## src/rtl/irq_ctrl_pkg.sv

```systemverilog
// Shared constants and types for the interrupt controller:
// register offsets, port FSM state encoding and interrupt ID width.
package irq_ctrl_pkg;

   localparam int unsigned ID_W = 5;

   localparam logic [11:0] OFF_PENDING = 12'h000;
   localparam logic [11:0] OFF_ENABLE  = 12'h004;
   localparam logic [11:0] OFF_CLAIM   = 12'h008;
   localparam logic [11:0] OFF_RAW     = 12'h00C;

   typedef enum logic {
      ST_IDLE,
      ST_RESP
   } port_state_t;

endpackage

```

## src/rtl/irq_sync.sv

```systemverilog
// Single-bit synchronizer: STAGES-deep flop chain bringing an asynchronous
// interrupt line into the clk domain.
module irq_sync #(
   parameter int unsigned STAGES = 2
) (
   input  logic clk,
   input  logic rst,
   input  logic d,
   output logic q
);

   logic [STAGES-1:0] chain;

   // Shift the raw line through the chain; the oldest stage is the output.
   always_ff @(posedge clk) begin
      if (rst) chain <= '0;
      else     chain <= {chain[STAGES-2:0], d};
   end

   assign q = chain[STAGES-1];

endmodule

```

## src/rtl/irq_ctrl.sv

```systemverilog
// Interrupt controller: per-source synchronizers, pending/enable registers,
// fixed-priority (lowest index wins) ID encoding with a claim register, and a
// two-state request/response register port.
// Optional build macro IRQ_CTRL_LEVEL_EN: pending bits follow the synchronized
// lines directly (level mode); W1C and CLAIM then do not clear anything.
module irq_ctrl
   import irq_ctrl_pkg::*;
#(
   parameter int unsigned N_SRC       = 4,
   parameter int unsigned SYNC_STAGES = 2
) (
   input  logic             clk,
   input  logic             rst,
   input  logic [N_SRC-1:0] irq_src,
   input  logic             req_valid,
   output logic             req_ready,
   input  logic             req_write,
   input  logic [11:0]      req_addr,
   input  logic [31:0]      req_wdata,
   output logic             resp_valid,
   output logic [31:0]      resp_rdata,
   input  logic             resp_ready,
   output logic             cpu_irq,
   output logic [ID_W-1:0]  irq_id
);

   localparam logic [9:0] W_PENDING = OFF_PENDING[11:2];
   localparam logic [9:0] W_ENABLE  = OFF_ENABLE[11:2];
   localparam logic [9:0] W_CLAIM   = OFF_CLAIM[11:2];
   localparam logic [9:0] W_RAW     = OFF_RAW[11:2];

   port_state_t      state;
   logic [N_SRC-1:0] sync;
   logic [N_SRC-1:0] enable;
   logic [N_SRC-1:0] pend;
   logic [N_SRC-1:0] active;
   logic [N_SRC-1:0] claim_hot;
   logic [N_SRC-1:0] w1c_clr;
   logic [N_SRC-1:0] claim_clr;
   logic [ID_W-1:0]  id;
   logic [31:0]      rd_data;
   logic [9:0]       word;
   logic             accept;
   logic             wr_en;
   logic             rd_en;
   logic             unused_bits;

   for (genvar g = 0; g < N_SRC; g++) begin : g_sync
      irq_sync #(.STAGES(SYNC_STAGES)) u_sync (
         .clk (clk),
         .rst (rst),
         .d   (irq_src[g]),
         .q   (sync[g])
      );
   end

   assign word        = req_addr[11:2];
   assign accept      = (state == ST_IDLE) && req_valid;
   assign wr_en       = accept && req_write;
   assign rd_en       = accept && !req_write;
   assign active      = pend & enable;
   assign cpu_irq     = |active;
   assign irq_id      = id;
   assign unused_bits = ^{req_addr[1:0], req_wdata[31:N_SRC]};

   // Fixed priority: the lowest active index gives the ID and the claim mask.
   always_comb begin
      id        = '0;
      claim_hot = '0;
      for (int unsigned i = 0; i < N_SRC; i++) begin
         if (active[i] && (claim_hot == '0)) begin
            id           = ID_W'(i + 1);
            claim_hot[i] = 1'b1;
         end
      end
   end

   // Read data mux, evaluated at acceptance; writes and unmapped offsets give 0.
   always_comb begin
      rd_data = '0;
      if (!req_write) begin
         case (word)
            W_PENDING: rd_data = 32'(pend);
            W_ENABLE:  rd_data = 32'(enable);
            W_CLAIM:   rd_data = 32'(id);
            W_RAW:     rd_data = 32'(sync);
            default:   rd_data = '0;
         endcase
      end
   end

   assign w1c_clr   = (wr_en && (word == W_PENDING)) ? req_wdata[N_SRC-1:0] : '0;
   assign claim_clr = (rd_en && (word == W_CLAIM))   ? claim_hot            : '0;

   // Enable register.
   always_ff @(posedge clk) begin
      if (rst)                            enable <= '0;
      else if (wr_en && word == W_ENABLE) enable <= req_wdata[N_SRC-1:0];
   end

`ifdef IRQ_CTRL_LEVEL_EN
   logic unused_level;
   assign unused_level = ^{w1c_clr, claim_clr};

   // Level mode: pending mirrors the synchronized lines.
   always_ff @(posedge clk) begin
      if (rst) pend <= '0;
      else     pend <= sync;
   end
`else
   logic [N_SRC-1:0] sync_d;
   logic [N_SRC-1:0] rise;
   assign rise = sync & ~sync_d;

   // Edge mode: set on rising sync, clear by W1C or CLAIM; a same-cycle set wins.
   always_ff @(posedge clk) begin
      if (rst) begin
         sync_d <= '0;
         pend   <= '0;
      end else begin
         sync_d <= sync;
         pend   <= (pend & ~(w1c_clr | claim_clr)) | rise;
      end
   end
`endif

   // Register port FSM with registered handshake outputs and held response data.
   always_ff @(posedge clk) begin
      if (rst) begin
         state      <= ST_IDLE;
         req_ready  <= 1'b1;
         resp_valid <= 1'b0;
         resp_rdata <= '0;
      end else begin
         case (state)
            ST_IDLE: begin
               if (req_valid) begin
                  state      <= ST_RESP;
                  req_ready  <= 1'b0;
                  resp_valid <= 1'b1;
                  resp_rdata <= rd_data;
               end
            end
            ST_RESP: begin
               if (resp_ready) begin
                  state      <= ST_IDLE;
                  req_ready  <= 1'b1;
                  resp_valid <= 1'b0;
               end
            end
            default: state <= ST_IDLE;
         endcase
      end
   end

endmodule

```

## config.mk

```make
export PLATFORM = sky130hd
export DESIGN_NAME = irq_ctrl
export DESIGN_NICKNAME = d
export VERILOG_FILES = /design/src/rtl/irq_ctrl_pkg.sv /design/src/rtl/irq_sync.sv /design/src/rtl/irq_ctrl.sv
export SDC_FILE = /design/constraint.sdc
export NUM_CORES = 1
export LEC_CHECK = 0
export ABC_AREA = 1
export CORE_ASPECT_RATIO = 1.75
export CORE_UTILIZATION = 40
export CTS_BUF_LIST = sky130_fd_sc_hd__clkbuf_4
export DETAILED_ROUTE_END_ITERATION = 10
export HOLD_SLACK_MARGIN = 0.02
export PLACE_DENSITY = 0.89
export SYNTH_ARGS = -nofsm -noshare
export SYNTH_HDL_FRONTEND = slang
export SYNTH_SLANG_ARGS = --single-unit
```

## constraint.sdc

```tcl
create_clock -name clk -period 2.2 [get_ports clk]
set_input_delay 0.22 -clock clk [delete_from_list [all_inputs] [get_ports clk]]
set_output_delay 0.22 -clock clk [all_outputs]
set_load 0.02 [all_outputs]
```

==> results.txt <==
critical path, cell by cell: nand2_1 -> nand2_1 -> o21ai_0 -> clkdlybuf4s50_1
outcome: finished, final reports clean
Core ar.: 3400 µm²
Synth Cell Area: 1440 µm²
die footprint: 3860 µm²
Main synth FF type: dfxtp_1
Ports: 93
# H-tree levels: 1
crit path launch type: flip-flop
post-synthesis register bit count: 27
worst endpoint data arrival time: 1750 ps
RSZ-0062 raised after global routing: false
commonest non-fill, non-tap cell in the layout: nand2_1
critical path fanouts, max: 5
Total GRT Usage: 15.6%
Post-CTS Setup Bufs: 0
highest routed layer: met4
Yosys cell types: 22
number of global-route vias before repair: 1157
ANT nets after route: 0
Worst-path clk slew: 140 ps
Num CTS Buffers: 3
cts repair resizes: 0
met2 WL post-DR: 1.42 mm
Layout fillers: 375
FP Rows: 28
# setup viols final: 0
final-report hold violation count: 0
max-cap viol count: 0
worst min path class: input port to flip-flop
P_leak: 0.000786 µW
CTS tree: built
ys async rst share: 0%
power density over the cells: 507 nW/µm²
setup_tns: 0 ps
Mapped Cells: 200
number of synthesized flops with an enable pin: 0
Slowest cell on crit path: clkdlybuf4s50_1
hold_buf cts: 0
hpwl dp: 2.15 mm
Core Util, Final: 50.8%
ANT cells: 0
post-layout min period: 1970 ps
CP peak stage delay: 640 ps
initial drt markers: 41
sequential fraction of the synthesis area: 37.4%
drt wl/cell: 9.52 µm
Final nets: 288
CP delay by family, top: buffers and inverters
Die Height: 81.5 µm
metal3 WL: 158 µm
global-route wire length before repair: 4.41 mm
port bufs: 32
DRT Wirelength: 2.66 mm
via count: 1243
Fmax achieved: 507 MHz
gr ovfl total: 0
R2R Setup Slk: 870 ps
CP most frequent cell: nand2_1
DR pass1 iterations: 4
crit end category: output port
insertion delay to the later sink of the worst-skew pair: 310 ps
most frequent cells in the layout: 33 x nand2_1, 32 x clkdlybuf4s50_1, 30 x inv_1, 30 x conb_1, 27 x dfxtp_1
layout cell share with drive strength beyond 1: 8.12%
root buffer cell: clkbuf_4
initial antenna violation count: 0
CP Buf/Inv Count: 1
Max clock buf depth: 2
gp weighted congestion: 0.932
kind of critical path: flip-flop to output port
Synth Area per Inst: 7.22 µm²
Critical Path RT: 1980 ps
Final Skew: 2.05 ps
Starting Density: 42.5%
Layout area overhead: 19.7%
M1 wire length: 1.03 mm
Synth warnings: 0
pin count of the biggest net entering global routing: 20
post-DR vias/cell: 4.46
worst vdd ir: 0.350 mV
Slew Viols, Final: 0
Die Wd: 47.4 µm
Clock Sinks: 27
period utilisation layout: 89.7%
Residual DRC: 0
report_power, final:
part / switching, µW / internal [µW] / total [µW]
combinational: 94.2 / 55.3 / 150
clock: 141 / 68.0 / 209
sequential: 10.4 / 507 / 517
layout make-up:
type	count	area, µm²	area share [%]
multi-input combinational	139	656	37.9
sequential	27	541	31.3
timing repair buffer	34	335	19.4
inverter	30	113	6.52
tap	45	56.3	3.26
clock buffer	3	22.5	1.30
clock inverter	1	5.00	0.290
metrics by stage:
step	instances	area (µm²)	power, µW	hold slack (ps)	worst slack [ps]
after floorplan	229	1550	656	327	700
after global routing	279	1730	919	399	95.5
after detailed placement	275	1700	677	394	373
after CTS	279	1730	879	394	226
final	279	1730	876	395	227
after global placement	275	1700	674	390	416
synth_stat cells, types with 2 or more instances:
| library cell | count | area, µm² |
|---|---|---|
| o21ai_0 | 5 | 25.0 |
| buf_4 | 30 | 225 |
| inv_1 | 30 | 113 |
| dfxtp_1 | 27 | 541 |
| nand2_1 | 33 | 124 |
| a21oi_2 | 4 | 35.0 |
| nor2_2 | 2 | 12.5 |
| nand2_2 | 2 | 12.5 |
| nor2_1 | 25 | 93.8 |
| nand4_1 | 9 | 56.3 |
| a21oi_1 | 6 | 30.0 |
| nand3_1 | 17 | 85.1 |
cell families after synthesis:
family                 Yosys count  synth area share [%]
other                            1                 0.260
AOI/OAI and AO/OA               15                  6.24
DFF                             27                  37.4
buffers and inverters           63                  24.7
and+or+nand+nor                 94                  31.4
worst reg2reg max path, stage by stage, from the launching register on:
cell     delay [ps]
dfxtp_1         380
nor2_4          150
nand2_1         110
nor3_1          370
nand2_1         130
a21oi_2         130
per-layer routing:
metal,track usage [%],vias up
met1,16.7,548
met5,0,-
met2,27.3,57
li1,-,632
met3,2.86,6
met4,8.00,0
registers in the layout (all words and copies together), names as in the netlist:
name	flops
enable	4
g_sync.u_sync.chain	8
pend	4
req_ready	1
resp_rdata	4
resp_valid	1
state	1
sync_d	4
worst paths after layout:
path,start,endpoint,depth (start not counted)
setup reg to reg,state,resp_rdata[1],5
setup / recovery,enable[0],irq_id[0],4
hold / removal,irq_src[1],g_sync[1].u_sync.chain[0],3
hold reg to reg,g_sync[1].u_sync.chain[0],g_sync[1].u_sync.chain[1],2
No activity file was read; power rests on OpenSTA's default activity.
